## src/rtl/cpu_trace_emitter.sv

```systemverilog
// cpu_trace_emitter: serialises register/memory write records
// into ASCII trace lines, one character per sink handshake.
module cpu_trace_emitter #(
    parameter bit HEX_UPPER = 1'b0,
    parameter int TIME_W    = 14
) (
    input  logic              clk,
    input  logic              reset,
    input  logic              in_valid,
    output logic              in_ready,
    input  logic              in_kind,
    input  logic [TIME_W-1:0] in_time,
    input  logic [31:0]       in_pc,
    input  logic [4:0]        in_grf,
    input  logic [31:0]       in_addr,
    input  logic [31:0]       in_data,
    output logic [7:0]        char,
    output logic              char_valid,
    input  logic              out_ready,
    output logic              line_done
);

    typedef enum logic [3:0] {
        S_IDLE,
        S_CARET,
        S_TIME,
        S_AT,
        S_PC,
        S_COLON,
        S_SPACE,
        S_TAG,
        S_ID,
        S_ARROW,
        S_DATA,
        S_HASH
    } state_t;

    state_t      state, state_n;
    logic [2:0]  cnt, cnt_n, last;
    logic        r_kind;
    logic [15:0] r_tbcd;
    logic [1:0]  r_tlast;
    logic [7:0]  r_gbcd;
    logic        r_glast;
    logic [31:0] r_pc, r_addr, r_data;

    logic [13:0] t_clamp;
    logic [15:0] t_bcd;
    logic [1:0]  t_last;
    logic [7:0]  g_bcd;
    logic        g_last;
    logic        accept, fire;
    logic [31:0] sel_word;
    logic [3:0]  nib, tdig, gdig;

    function automatic logic [7:0] hex_char(input logic [3:0] n);
        if (n < 4'd10) return 8'h30 + {4'h0, n};
        return (HEX_UPPER ? 8'h37 : 8'h57) + {4'h0, n};
    endfunction

    function automatic logic [7:0] dec_char(input logic [3:0] d);
        return 8'h30 + {4'h0, d};
    endfunction

    assign accept     = in_valid && (state == S_IDLE);
    assign fire       = char_valid && out_ready;
    assign in_ready   = (state == S_IDLE);
    assign char_valid = (state != S_IDLE);
    assign line_done  = (state == S_HASH) && out_ready;

    // Clamp the timestamp and split it and the register number into decimal digits
    always_comb begin
        if (32'(in_time) > 32'd9999) t_clamp = 14'd9999;
        else                         t_clamp = 14'(in_time);
        t_bcd = {4'(t_clamp / 14'd1000),
                 4'((t_clamp / 14'd100) % 14'd10),
                 4'((t_clamp / 14'd10) % 14'd10),
                 4'(t_clamp % 14'd10)};
        if (t_clamp >= 14'd1000)     t_last = 2'd3;
        else if (t_clamp >= 14'd100) t_last = 2'd2;
        else if (t_clamp >= 14'd10)  t_last = 2'd1;
        else                         t_last = 2'd0;
        g_bcd  = {4'(in_grf / 5'd10), 4'(in_grf % 5'd10)};
        g_last = (in_grf >= 5'd10);
    end

    // State, digit counter and captured record
    always_ff @(posedge clk or negedge reset) begin
        if (!reset) begin
            state   <= S_IDLE;
            cnt     <= '0;
            r_kind  <= 1'b0;
            r_tbcd  <= '0;
            r_tlast <= '0;
            r_gbcd  <= '0;
            r_glast <= 1'b0;
            r_pc    <= '0;
            r_addr  <= '0;
            r_data  <= '0;
        end else begin
            state <= state_n;
            cnt   <= cnt_n;
            if (accept) begin
                r_kind  <= in_kind;
                r_tbcd  <= t_bcd;
                r_tlast <= t_last;
                r_gbcd  <= g_bcd;
                r_glast <= g_last;
                r_pc    <= in_pc;
                r_addr  <= in_addr;
                r_data  <= in_data;
            end
        end
    end

    // Next state: walk the field order, stepping the counter inside multi-char fields
    always_comb begin
        state_n = state;
        cnt_n   = cnt;
        unique case (state)
            S_TIME:  last = {1'b0, r_tlast};
            S_PC:    last = 3'd7;
            S_ID:    last = r_kind ? 3'd7 : {2'b00, r_glast};
            S_ARROW: last = 3'd3;
            S_DATA:  last = 3'd7;
            default: last = 3'd0;
        endcase
        if (state == S_IDLE) begin
            if (accept) begin
                state_n = S_CARET;
                cnt_n   = '0;
            end
        end else if (fire) begin
            if (cnt == last) begin
                cnt_n   = '0;
                state_n = (state == S_HASH) ? S_IDLE : state_t'(state + 4'd1);
            end else begin
                cnt_n = cnt + 3'd1;
            end
        end
    end

    // Character for the current state and digit position
    always_comb begin
        unique case (state)
            S_ID:    sel_word = r_addr;
            S_DATA:  sel_word = r_data;
            default: sel_word = r_pc;
        endcase
        nib  = 4'(sel_word >> {~cnt, 2'b00});
        tdig = 4'(r_tbcd >> {r_tlast - cnt[1:0], 2'b00});
        gdig = (r_glast && cnt == 3'd0) ? r_gbcd[7:4] : r_gbcd[3:0];
        char = 8'h00;
        unique case (state)
            S_IDLE:  char = 8'h00;
            S_CARET: char = "^";
            S_TIME:  char = dec_char(tdig);
            S_AT:    char = "@";
            S_PC:    char = hex_char(nib);
            S_COLON: char = ":";
            S_SPACE: char = " ";
            S_TAG:   char = r_kind ? "*" : "$";
            S_ID:    char = r_kind ? hex_char(nib) : dec_char(gdig);
            S_ARROW: begin
                unique case (cnt[1:0])
                    2'd1:    char = "<";
                    2'd2:    char = "=";
                    default: char = " ";
                endcase
            end
            S_DATA:  char = hex_char(nib);
            S_HASH:  char = "#";
            default: char = 8'h00;
        endcase
    end

endmodule

```

## config.mk

```make
export PLATFORM = sky130hd
export DESIGN_NAME = cpu_trace_emitter
export DESIGN_NICKNAME = d
export VERILOG_FILES = /design/src/rtl/cpu_trace_emitter.sv
export SDC_FILE = /design/constraint.sdc
export NUM_CORES = 1
export LEC_CHECK = 0
export ABC_AREA = 0
export BUFFER_PORTS_ARGS = -buffer_cell sky130_fd_sc_hd__buf_2
export CORE_UTILIZATION = 54
export CTS_CLUSTER_DIAMETER = 30
export CTS_CLUSTER_SIZE = 30
export DETAILED_ROUTE_END_ITERATION = 12
export PLACE_DENSITY = 0.77
export SYNTH_ARGS = -nofsm -noshare
export SYNTH_HDL_FRONTEND = slang
export SYNTH_SLANG_ARGS = --single-unit
```

## constraint.sdc

```tcl
create_clock -name clk -period 9.6 [get_ports clk]
set_input_delay 0.48 -clock clk [delete_from_list [all_inputs] [get_ports clk]]
set_output_delay 0.48 -clock clk [all_outputs]
set_load 0.005 [all_outputs]
```

==> flow_summary.toml, run 1 <==
[power]
worst_ir_drop_vdd_v = 0.000181
switchingPower_w = 0.00153
finalPower_w = 0.00335
seq_power_share = 0.290
power_density_mw_per_mm2 = 295
comb_power_share = 0.525
leakage_nw = 5.19
clockPowerShare = 0.185
p_sw_frac = 0.456
power.internal_w = 0.00182

[timing]
worstMarginPinSlew_ns = 1.09
drv_slew = 0
skew_ns = 0.00616
setup_viol = 0
max_freq_ghz = 0.142
hold_slack_ns = 0.152
timing.final.hold_violations = 0
min_period_ns = 7.05
period_share = 0.735
tns_ns = 0
slew_headroom = 0.272
grt_setup_unrepaired = "no"

[final_layout]
stdcell_count = 1633
drive_gt1_frac = 0.163
post-route-util = 0.622
nets = 1530
area_growth_pct = 11.3

[yosys]
syn_inst = 1328
yosys_warnings = 0
synth_nets = 1468
ys_seq_area_frac = 0.316
synth_edf_count = 0
yosysMostFrequentCell = "nand2_1"
synth_top_cell_by_area = "dfrtp_1"
ys_async_sr_fraction = 1.00
avgSynthCellArea_um2 = 7.69
netlist_area_mm2 = 0.0102
yosys-top-cells-area = "dfrtp_1 32%, nand2_1 14%, o21ai_0 3.9%, xnor2_1 2.9%, nor2_1 2.8%"
synth_top_area_share = 0.316
ys_top_cells_by_count = "382 x nand2_1, 129 x dfrtp_1, 80 x o21ai_0"
ys_types = 105
ys_ff_latch = 129
synth_ff_type = "dfrtp_1"

[die]
row_count = 49
chipHeight_um = 140
initial_core_util = 0.559
dieArea_mm2 = 0.0195
pin_count = 131
core-area_mm2 = 0.0183
dieWidth_um = 140

[clock_tree]
htreeDepth = 4
clock_sinks = 129
ctsResizeCount = 0
cts_buffer_depth = 2
cts_buffers = 17
tritoncts = "yes"
clockRootBuffer = "clkbuf_16"
clk_latency_ns = 0.41
clk_pin_slew_ns = 0.06
cts_hold_buf = 0
postCtsSetupRepairBufs = 0

[worst_hold_path]
worst_hold_path_type = "primary input to asynchronous set/reset pin"

[placement]
port_buffers = 129
place.gp.congestion = 0.966
place_inst = 1600
hpwlAfterDp_mm = 21.3

[worst_setup_path]
critical_path.slowest_cell = "o21bai_1"
path_class = "primary input to flip-flop"
cp.arrival_ns = 7.35
path_buf_inv = 2
end_kind = "flip-flop"
slowest_delay_ns = 0.84
path_max_fanout = 33
required_ns = 9.89
crit_path_start_kind = "primary input"
path_cells = "buf_2 > o21ai_2 > o21ai_2 > o21ai_1 > mux2_4 > o221a_1 > a21boi_0 > a211oi_1 > a211o_1 > o21bai_1 > nand3_1 > a21o_1 > o221ai_1 > inv_1 > ha_1 > or3_1 > a32o_1 > a221o_1 > and2_1 > nand3_1 > mux2i_1 > o41a_1"
cp_top_family = "compound AO/OA/AOI/OAI gates"

[global_route]
grt_pass1_wl_mm = 47.6
grt_antenna_before_repair = 1
grt_max_degree = 105
overflow = 0
track_usage = 0.303
grt_pass1_vias = 9287

[routing]
drt_first_pass_iters = 6
drt_iter0_drc = 1158
post-route-drc-count = 0
num_vias = 10373
drt_wl_total_mm = 29.9
postRouteAntennaNets = 0
wl_per_cell_um = 18.3
routed_via_density = 6.35

[run]
drv_cap = 0

[outcome]
outcome = "finished clean"
layout by cell type, fill, tap and decap left out, types with 12 or more instances in the layout:
cell / netlist / final
nor2_1: 76 / 76
ha_1: 20 / 20
clkbuf_16: 0 / 17
o211ai_1: 13 / 13
inv_1: 26 / 26
o22ai_1: 12 / 12
buf_2: 16 / 128
nand3_1: 32 / 32
a221oi_1: 19 / 19
nor3_1: 19 / 19
o21ai_0: 80 / 80
mux2i_1: 16 / 16
xnor2_1: 34 / 34
nand2_1: 382 / 381
a211oi_1: 24 / 24
a21oi_1: 52 / 52
a31oi_1: 25 / 25
dfrtp_1: 129 / 129
a22o_1: 12 / 12
state kept, by name (all words and copies together) (netlist names):
| register | count |
|---|---|
| r_glast | 1 |
| r_kind | 1 |
| r_gbcd | 6 |
| cnt | 3 |
| r_pc | 32 |
| state | 4 |
| r_data | 32 |
| r_addr | 32 |
| r_tbcd | 16 |
| r_tlast | 2 |
cell type report:
class / count / area [um2]
fill: 1630 / 6900
antenna: 1 / 2.50
timing repair buffer: 139 / 723
multi-input combinational: 1073 / 6450
sequential: 129 / 3230
clock buffer: 17 / 425
clock inverter: 15 / 136
tap: 229 / 287
inverter: 30 / 113
worst reg2reg max path: cells and delay by family, from the launching register on:
family                 cells  cell delay, ns
DFF                        1            0.58
and+or+nand+nor            6            1.38
AOI/OAI and AO/OA          5            0.91
buffers and inverters      1            0.39
through the flow:
stage | cell area, um2 | worst slack [ns]
after floorplan | 10200 | 3.81
final | 11400 | 2.55
after detailed placement | 10800 | 2.33
after CTS | 11400 | 2.74
after global routing | 11400 | 2.11
after global placement | 10800 | 2.60
worst paths after layout:
path                        startpoint         end  slack [ns]  cells past startpoint
setup / recovery           in_time[12]  r_tbcd[11]        2.55                     22
hold / removal                   reset    state[2]        0.15                      1
setup reg to reg              state[3]    state[3]        6.26                     12
hold reg to reg             r_addr[26]  r_addr[26]        0.47                      2
max in group asynchronous        reset   r_addr[1]        8.16                      2
min in group clk            in_addr[7]   r_addr[7]        0.25                      3
per-layer routing:
layer  wire length [um]  vias up  track usage  part of all wire
met4                388        0       0.0787             0.013
met1              13800     5001        0.461              0.46
li1                   -     4884            -                 -
met3               2310       36       0.0465             0.077
met2              13400      452        0.447              0.45
met5                  0        -            0                 0
power by group through the flow:
| stage | clock network, W | registers [W] | logic, W |
|---|---|---|---|
| floorplan | 0 | 0.000892 | 0.00134 |
| global placement | 0 | 0.000961 | 0.00168 |
| detailed placement | 0 | 0.000973 | 0.00172 |
| CTS | 0.000626 | 0.000966 | 0.00173 |
| global route | 0.000650 | 0.00100 | 0.00195 |
| finish | 0.000619 | 0.000971 | 0.00176 |
logic make-up (layout without fill, tap and decap cells):
kind of cell             count (synthesis)  after routing  share of synthesized area
AO/OA/AOI/OAI                          368            368                      0.259
AND/OR/NAND/NOR                        609            609                      0.266
XOR/XNOR                                40             40                     0.0350
buffers and inverters                  126            201                     0.0538
flip-flops                             129            129                      0.316
multiplexers                            30             30                     0.0403
adder cells (fa/ha/maj)                 25             25                     0.0294
other                                    1              2                   0.000367
Note: power is estimated with default switching activity, not from simulation.
==> run 2: changes to the inputs <==
clock period = 7.3 ns   (was 9.6 ns; I/O delays follow)
==> run 2 against run 1 <==
Sequential power increased by 32%. Critical path depth grew 1. Global-route usage fell by 0.24 points. Register-to-register slack lost 2.3 ns. Final area increased by 1.2%. Combinational power is 31% higher. Wire length down 2.1%. Cell count rose by 0.61%. Clock-buffer cell count up 1. Worst hold slack worse by 0.12 ns. Core utilization up 0.75 points.
==> flow_summary.toml, run 2 (same netlist as run 1, synthesis figures left out) <==
[worst_setup_path]
r2r_slack_ns = 3.95
timing.rr.start = "state[3]"
required_ns = 7.64
crit_path_start_kind = "primary input"
end_kind = "flip-flop"
path_class = "primary input to flip-flop"
r2r_end = "state[2]"
cp.arrival_ns = 6.99
ff2ff_path_depth = 12
path_max_fanout = 33

[placement]
port_buffers = 129
hpwlAfterDp_mm = 20.9
dp_slack_ns = 0.420
place_inst = 1611
place_area_mm2 = 0.0109
place.gp.congestion = 0.962

[clock_tree]
cts_buffer_depth = 2
clockRootBuffer = "clkbuf_16"
htreeDepth = 4
clock_sinks = 129
tritoncts = "yes"
clk_pin_slew_ns = 0.06
postCtsSetupRepairBufs = 0
cts_hold_buf = 0
clk_latency_ns = 0.41
ctsResizeCount = 0
cts_buffers = 17

[global_route]
grt_pass1_vias = 9374
grt_max_degree = 98
track_usage = 0.301
grt_pass1_wl_mm = 47.4
overflow = 0
grt_antenna_before_repair = 0

[timing]
tns_ns = 0
setup_slack_ns = 0.651
timing.final.hold_violations = 0
slew_headroom = 0.344
min_period_ns = 6.65
drv_slew = 0
setup_viol = 0
period_share = 0.911
grt_setup_unrepaired = "no"
max_freq_ghz = 0.150
worstMarginPinSlew_ns = 0.982
skew_ns = 0.00676

[die]
dieArea_mm2 = 0.0195
chipHeight_um = 140
initial_core_util = 0.559
row_count = 49
core-area_mm2 = 0.0183
pin_count = 131
dieWidth_um = 140

[routing]
postRouteAntennaNets = 0
routed_via_density = 6.24
wl_per_cell_um = 17.8
drt_wl_total_mm = 29.3
drt_first_pass_iters = 5
num_vias = 10259
drt_iter0_drc = 1079
post-route-drc-count = 0

[power]
power_density_mw_per_mm2 = 390
leakage_nw = 5.26
worst_ir_drop_vdd_v = 0.000236

[final_layout]
drive_gt1_frac = 0.170
stdcell_count = 1643
area_growth_pct = 12.6
nets = 1541
fin_area_mm2 = 0.0115
final_cell_mix = "381 x nand2_1, 129 x dfrtp_1, 128 x buf_2, 80 x o21ai_0, 76 x nor2_1"
final_common_cell = "nand2_1"
largest_registers = "r_addr x32, r_data x32, r_pc x32"
diodes = 0

[run]
drv_cap = 0

[worst_hold_path]
worst_hold_path_type = "primary input to asynchronous set/reset pin"

[outcome]
outcome = "finished clean"
-- run 2: cell types whose count changed in the layout (fill, tap and decap cells not counted) --
cell | previous run | this run
buf_4 | 11 | 22
bufinv_16 | 0 | 3
clkbuf_8 | 0 | 1
clkinv_2 | 1 | 2
clkinv_4 | 3 | 2
clkinvlp_4 | 1 | 2
diode_2 | 1 | 0
inv_6 | 6 | 4
inv_8 | 4 | 1
-- run 2: routing by layer --
layer | wire length, um | share of wire | GRT usage | vias up
met5 | 0 | 0 | 0.0100 | -
met4 | 410 | 0.014 | 0.0792 | 0
met3 | 2310 | 0.079 | 0.0413 | 32
met2 | 12900 | 0.44 | 0.444 | 457
met1 | 13700 | 0.47 | 0.458 | 4866
li1 | - | - | - | 4904
-- run 2: report_power, final --
group | switching (W) | leakage (nW) | internal, W
Sequential | 0.000246 | 1.61 | 0.00104
Clock | 0.000336 | 0.300 | 0.000552
Combinational | 0.00139 | 3.35 | 0.000919
Total | 0.00198 | 5.26 | 0.00251
-- run 2: worst max-delay path, cell delays in order --
cell	delay (ns)
buf_2	0.27
o21ai_2	0.43
o21ai_2	0.21
o211a_1	0.29
o32ai_1	0.37
o221a_1	0.55
a21boi_0	0.38
a211oi_1	0.17
a211o_1	0.35
o21bai_1	0.77
buf_4	0.27
nand3_1	0.19
nand3_4	0.21
inv_2	0.12
o21ai_0	0.44
inv_1	0.16
ha_1	0.24
nand2_1	0.10
o31ai_2	0.15
xnor2_1	0.16
ha_1	0.30
or3_1	0.37
a21oi_1	0.12
-- run 2: through the flow --
step                hold WS (ns)  total power (W)   util
floorplan                 0.0694          0.00294      -
global placement           0.453          0.00348  0.596
detailed placement         0.460          0.00354  0.596
CTS                       0.0770          0.00445  0.630
global route               0.109          0.00481  0.630
finish                    0.0327          0.00448  0.630
-- run 2: final cells by class --
| cell class | instances | area, um2 |
|---|---|---|
| Timing Repair Buffer | 150 | 806 |
| Fill cell | 1572 | 6770 |
| Tap cell | 229 | 287 |
| Clock buffer | 18 | 439 |
| Sequential cell | 129 | 3230 |
| Clock inverter | 14 | 179 |
| Inverter | 30 | 113 |
| Multi-Input combinational cell | 1073 | 6450 |
-- run 2: how the worst max path moves through the flow --
stage,from,endpoint,slack [ns],depth (start not counted)
after floorplan,in_time[11],r_tbcd[11],1.62,25
after global placement,in_time[12],r_tbcd[11],0.79,22
after detailed placement,in_time[12],r_tbcd[6],0.42,23
after CTS,in_time[12],r_tbcd[6],0.83,23
after global routing,in_time[12],r_tbcd[6],0.16,23
final,in_time[12],r_tbcd[6],0.65,23
